--- src/rtl/wishbone_master_engine.sv ---
`default_nettype none
// ============================================================================
// Module      : wishbone_master_engine
// Description : Wishbone classic-cycle initiator. Each command accepted on the
//               cmd_* valid/ready handshake becomes exactly one Wishbone
//               transaction. Its result is returned on the rsp_* valid/ready
//               handshake. Only one transaction is outstanding at a time.
//               Slave select is wbm_adr_o[31:24].
// Optional    : WB_MASTER_TIMEOUT_EN - when defined, the engine aborts a bus
//               cycle that sees no ack within TIMEOUT cycles and returns
//               rsp_err=1. When undefined, it waits for ack indefinitely and
//               rsp_err is tied to 0.
// Ports       : clk, rst                  - clock, synchronous active-high reset
//               cmd_valid/ready/we/adr/dat/sel - command channel
//               rsp_valid/ready/dat/err   - response channel
//               wbm_*_o / wbm_*_i         - Wishbone master port
//               wbm_int_i -> irq_o        - interrupt summary, registered once
// Revision    : 1.0 - initial release
// ============================================================================
module wishbone_master_engine #(
    parameter int unsigned TIMEOUT = 1024
) (
    input  logic        clk,
    input  logic        rst,
    input  logic        cmd_valid,
    output logic        cmd_ready,
    input  logic        cmd_we,
    input  logic [31:0] cmd_adr,
    input  logic [31:0] cmd_dat,
    input  logic [3:0]  cmd_sel,
    output logic        rsp_valid,
    input  logic        rsp_ready,
    output logic [31:0] rsp_dat,
    output logic        rsp_err,
    output logic        wbm_we_o,
    output logic        wbm_cyc_o,
    output logic        wbm_stb_o,
    output logic [3:0]  wbm_sel_o,
    output logic [31:0] wbm_adr_o,
    output logic [31:0] wbm_dat_o,
    input  logic [31:0] wbm_dat_i,
    input  logic        wbm_ack_i,
    input  logic        wbm_int_i,
    output logic        irq_o
);

    // TIMEOUT must fit the 16-bit cycle counter and allow at least one wait cycle.
    if (TIMEOUT < 2 || TIMEOUT > 65535) begin : g_bad_timeout
        $error("wishbone_master_engine: TIMEOUT out of range 2..65535");
    end

    typedef enum logic [1:0] {
        IDLE = 2'd0,
        BUS  = 2'd1,
        RESP = 2'd2
    } state_t;

    state_t      state_q, state_d;
    logic        cyc_q, cyc_d;
    logic        stb_q, stb_d;
    logic        we_q, we_d;
    logic [3:0]  sel_q, sel_d;
    logic [31:0] adr_q, adr_d;
    logic [31:0] dat_q, dat_d;
    logic        rsp_valid_q, rsp_valid_d;
    logic [31:0] rsp_dat_q, rsp_dat_d;
    logic        irq_q;

`ifdef WB_MASTER_TIMEOUT_EN
    localparam logic [15:0] C_TO_LAST = 16'(TIMEOUT - 1);

    logic [15:0] cnt_q, cnt_d;
    logic        rsp_err_q, rsp_err_d;
    logic        w_timeout_hit;

    assign w_timeout_hit = (cnt_q == C_TO_LAST);
    assign rsp_err       = rsp_err_q;
`else
    assign rsp_err       = 1'b0;
`endif

    // -------------------------------------------------------------------------
    // Next-state and output logic
    // -------------------------------------------------------------------------
    always_comb begin
        state_d     = state_q;
        cyc_d       = cyc_q;
        stb_d       = stb_q;
        we_d        = we_q;
        sel_d       = sel_q;
        adr_d       = adr_q;
        dat_d       = dat_q;
        rsp_valid_d = rsp_valid_q;
        rsp_dat_d   = rsp_dat_q;
`ifdef WB_MASTER_TIMEOUT_EN
        cnt_d       = cnt_q;
        rsp_err_d   = rsp_err_q;
`endif

        case (state_q)
            IDLE: begin
                if (cmd_valid) begin
                    we_d  = cmd_we;
                    adr_d = cmd_adr;
                    // Keep the write-data bus quiet on reads.
                    dat_d = cmd_we ? cmd_dat : 32'h0;
                    sel_d = cmd_sel;
                    cyc_d = 1'b1;
                    stb_d = 1'b1;
`ifdef WB_MASTER_TIMEOUT_EN
                    cnt_d = 16'h0;
`endif
                    state_d = BUS;
                end
            end

            BUS: begin
                // An ack on the same edge as the timeout takes priority.
                if (wbm_ack_i) begin
                    cyc_d       = 1'b0;
                    stb_d       = 1'b0;
                    we_d        = 1'b0;
                    sel_d       = 4'h0;
                    adr_d       = 32'h0;
                    dat_d       = 32'h0;
                    rsp_dat_d   = we_q ? 32'h0 : wbm_dat_i;
                    rsp_valid_d = 1'b1;
`ifdef WB_MASTER_TIMEOUT_EN
                    rsp_err_d   = 1'b0;
`endif
                    state_d     = RESP;
                end
`ifdef WB_MASTER_TIMEOUT_EN
                else if (w_timeout_hit) begin
                    cyc_d       = 1'b0;
                    stb_d       = 1'b0;
                    we_d        = 1'b0;
                    sel_d       = 4'h0;
                    adr_d       = 32'h0;
                    dat_d       = 32'h0;
                    rsp_dat_d   = 32'h0;
                    rsp_err_d   = 1'b1;
                    rsp_valid_d = 1'b1;
                    state_d     = RESP;
                end
                else if (cnt_q != 16'hFFFF) begin
                    cnt_d = cnt_q + 16'd1;
                end
`endif
            end

            RESP: begin
                if (rsp_ready) begin
                    rsp_valid_d = 1'b0;
                    state_d     = IDLE;
                end
            end

            default: begin
                state_d = IDLE;
            end
        endcase
    end

    // -------------------------------------------------------------------------
    // State and output registers
    // -------------------------------------------------------------------------
    always_ff @(posedge clk) begin
        if (rst) begin
            state_q     <= IDLE;
            cyc_q       <= 1'b0;
            stb_q       <= 1'b0;
            we_q        <= 1'b0;
            sel_q       <= 4'h0;
            adr_q       <= 32'h0;
            dat_q       <= 32'h0;
            rsp_valid_q <= 1'b0;
            rsp_dat_q   <= 32'h0;
            irq_q       <= 1'b0;
`ifdef WB_MASTER_TIMEOUT_EN
            cnt_q       <= 16'h0;
            rsp_err_q   <= 1'b0;
`endif
        end else begin
            state_q     <= state_d;
            cyc_q       <= cyc_d;
            stb_q       <= stb_d;
            we_q        <= we_d;
            sel_q       <= sel_d;
            adr_q       <= adr_d;
            dat_q       <= dat_d;
            rsp_valid_q <= rsp_valid_d;
            rsp_dat_q   <= rsp_dat_d;
            irq_q       <= wbm_int_i;
`ifdef WB_MASTER_TIMEOUT_EN
            cnt_q       <= cnt_d;
            rsp_err_q   <= rsp_err_d;
`endif
        end
    end

    // cmd_ready is the only combinational output; it is forced low during reset.
    assign cmd_ready = (state_q == IDLE) && !rst;
    assign rsp_valid = rsp_valid_q;
    assign rsp_dat   = rsp_dat_q;
    assign wbm_we_o  = we_q;
    assign wbm_cyc_o = cyc_q;
    assign wbm_stb_o = stb_q;
    assign wbm_sel_o = sel_q;
    assign wbm_adr_o = adr_q;
    assign wbm_dat_o = dat_q;
    assign irq_o     = irq_q;

endmodule
`default_nettype wire

--- config.mk ---
export PLATFORM = sky130hd
export DESIGN_NAME = wishbone_master_engine
export DESIGN_NICKNAME = d
export VERILOG_FILES = /design/src/rtl/wishbone_master_engine.sv
export SDC_FILE = /design/constraint.sdc
export NUM_CORES = 1
export LEC_CHECK = 0
export ABC_AREA = 1
export BUFFER_PORTS_ARGS = -buffer_cell sky130_fd_sc_hd__buf_4
export CAP_MARGIN = 30
export CORE_UTILIZATION = 46
export DETAILED_ROUTE_END_ITERATION = 8
export PLACE_DENSITY = 0.81
export SLEW_MARGIN = 20
export SYNTH_ARGS = -nofsm -noshare
export SYNTH_HDL_FRONTEND = slang
export SYNTH_SLANG_ARGS = --single-unit
--- constraint.sdc ---
create_clock -name clk -period 1.5 [get_ports clk]
set_clock_uncertainty 0.05 [all_clocks]
set_input_delay 0 -clock clk [delete_from_list [all_inputs] [get_ports clk]]
set_output_delay 0 -clock clk [all_outputs]
set_load 0.1 [all_outputs]
==> impl_metrics.ini <==
[outcome]
status = completed

[logic_synthesis]
syn_inst = 662
synth.avg_cell_area_um2 = 6.817
synth_cell_types = 17
ys_seq_elements = 106
synth_area_um2 = 4513
syn_nets = 769
yosysSeqAreaShare_pct = 47.02
yosys_warnings = 0

[worst_hold_path]
min_from = cmd_we
min_to = wbm_we_o$_SDFFE_PP0P_
hold_class = in -> reg
hold_depth = 3

[detailed_routing]
viasPerCell = 5.008
drtIter0Drc = 218
drtPass1Iterations = 5
wl_per_cell_um = 14.68
final_antenna_net_count = 0
drt-total-wl_um = 15970
dr_total_vias = 5449
remaining_drc_errors = 0

[cts]
cts.sinks = 106
clock_path_buffers = 2
cts_tree = built
cts_buffers = 9
clock_latency_ns = 0.35
clk_pin_slew_ns = 0.10
htree_levels = 3
clock-root-buffer = clkbuf_8

[global_route]
grt_use_met2_pct = 54.84
grt_pass1_wl_um = 24470
use_met1_pct = 32.79
met3_usage_pct = 6.796
grt_start_max_net_pins = 48
grt_usage_pct = 30.50
grt_pass1_vias = 5324
grt_antenna_before_repair = 0
grt.busiest_layer = met2
grt-ovfl-total = 0

[sta]
slew_violations = 0
min_period_ns = 1.368
period_share_pct = 91.22
fmax_ghz = 0.7309
hold_viol_final = 0
rsz0062_at_grt = false
setup_tns_ns = 0
setup_viol = 0
timing.final.ws_setup_ns = 0.1317

[critical_path]
worst_ep_arrival_time_ns = 1.58
r2r-start = state_q[0]$_SDFFE_PP0P_
worstPathMaxFanout = 24
cp.required_ns = 1.71
crit_path_start = state_q[0]$_SDFFE_PP0P_
startpoint_type = register
rr_worst_depth = 6
r2r-end = wbm_dat_o[29]$_SDFFE_PP0P_
crit_type = reg -> reg
reg2reg_slack_ns = 0.13
critPathCaptureType = register

[place]
place_ws_ns = 0.1201
port-buffer-count = 212
dpl.hpwl_um = 9118
gp_congestion = 0.8582

[power_and_ir_drop]
peakVddDrop_mv = 0.5365
total_power_mw = 8.052
leakage_nw = 3.775
switching_share_pct = 42.21
power_density_nw_per_um2 = 1082
seq_power_share_pct = 39.1
internal-power_mw = 4.653
pwr-share-clk_pct = 20.2
p_sw_mw = 3.399
pwr-share-comb_pct = 40.7

[layout]
num-fill-cells = 619
multi_input_area_um2 = 1922
drive_above_1_share_pct = 26.28
nets = 1062
area_delta_synth_final_pct = 64.87
regArea_um2 = 2123
num_antenna_cells = 0

[die]
pin_count = 214
start_util_pct = 48.16
fp.coreArea_um2 = 9371
num_rows = 35
die_w_um = 101.1
die_area_um2 = 10210
die_h_um = 101.1

[flow_run]
cap_violations = 0
==> critical path, stage by stage (launching register included) <==
cell     delay [ns]
dfxtp_1        0.43
nand3_4        0.21
nand2_2        0.20
buf_12         0.18
nand2_1        0.09
inv_1          0.08
nor2_1         0.04
==> what timing repair did <==
item / in CTS / in global routing
hold buffers: 104 / 0
endpoints found under the setup margin: 0 / 1
buffers inserted: 0 / 0
resized for setup: 0 / 2
endpoints found under the hold margin: 104 / 0
==> power by group through the flow <==
stage          Combinational (mW)  Clock (mW)  Sequential [mW]
2_1_floorplan               0.753           0             4.70
3_3_place_gp                 2.94           0             3.20
3_5_place_dp                 2.98           0             3.21
4_1_cts                      3.21        1.66             3.15
5_1_grt                      3.43        1.74             3.18
6_report                     3.28        1.62             3.15
==> worst max path at each step <==
| stage | to |
|---|---|
| floorplan | wbm_stb_o |
| global placement | wbm_dat_o[13]$_SDFFE_PP0P_ |
| detailed placement | wbm_dat_o[15]$_SDFFE_PP0P_ |
| CTS | wbm_dat_o[24]$_SDFFE_PP0P_ |
| global route | wbm_dat_o[26]$_SDFFE_PP0P_ |
| finish | wbm_dat_o[29]$_SDFFE_PP0P_ |
==> flip-flops by register name, indices dropped and copies added, names as in the netlist <==
register and cells:
rsp_dat 32, wbm_adr_o 32, wbm_dat_o 32, wbm_sel_o 4
state_q 2, irq_o 1, rsp_valid 1, wbm_stb_o 1
wbm_we_o 1
==> final cells by class <==
cell class / instances / share of cell area [%]
inverters: 56 / 2.825
well taps: 129 / 2.169
repair buffers: 332 / 38.24
flip-flops and latches: 106 / 28.54
clock inverters: 4 / 0.3699
clock buffers: 11 / 2.035
multi-input cells: 450 / 25.83
==> stage by stage <==
step | hold WS, ns | cells | cell area [um^2] | util, %
final | 0.02701 | 1088 | 7441 | 79.40
after global routing | 0.05118 | 1088 | 7441 | 79.40
after CTS | 0.006148 | 1087 | 7413 | 79.11
after detailed placement | 0.1885 | 968 | 6193 | 66.09
after global placement | 0.1831 | 968 | 6193 | 66.09
after floorplan | 0.05697 | 662 | 4517 | -
==> cell families after synthesis <==
kind of cell | Yosys count | share of synthesized area (%)
AND/OR/NAND/NOR | 408 | 37.73
flip-flops | 106 | 47.02
buffers and inverters | 106 | 10.56
AO/OA/AOI/OAI | 41 | 4.602
other | 1 | 0.08309
==> placed cells by master, fill, tap and decap left out <==
cell	n
clkbuf_16	1
dlygate4sd3_1	104
dfxtp_2	1
clkinvlp_4	3
nand3_4	1
clkbuf_8	11
conb_1	1
nand3b_1	18
o21a_1	1
a21oi_1	40
dfxtp_1	105
nand2_1	233
clkinv_2	1
inv_2	3
buf_12	6
buf_4	221
nor2_1	82
nand2_2	2
inv_1	53
nor2_2	2
nand3_1	70
==> cells in the mapped netlist, drive strengths merged <==
| library cell | count | area [um^2] |
|---|---|---|
| nand2 | 235 | 882.1 |
| dfxtp | 106 | 2122 |
| nor2 | 84 | 317.8 |
| nand3 | 71 | 367.9 |
| inv | 56 | 210.2 |
| a21oi | 40 | 200.2 |
| buf | 31 | 195.2 |
| clkbuf | 19 | 71.32 |
| nand3b | 18 | 135.1 |
| conb | 1 | 3.750 |
| o21a | 1 | 7.510 |
==> layer usage <==
metal | wire length [um] | vias to the layer above | share of wire, %
li1 | - | 2606 | -
met1 | 6019 | 2480 | 38
met2 | 7877 | 303 | 49
met3 | 1399 | 60 | 8.8
met4 | 673 | 0 | 4.2
met5 | 0 | - | 0
(Power assumes the default switching activity.)
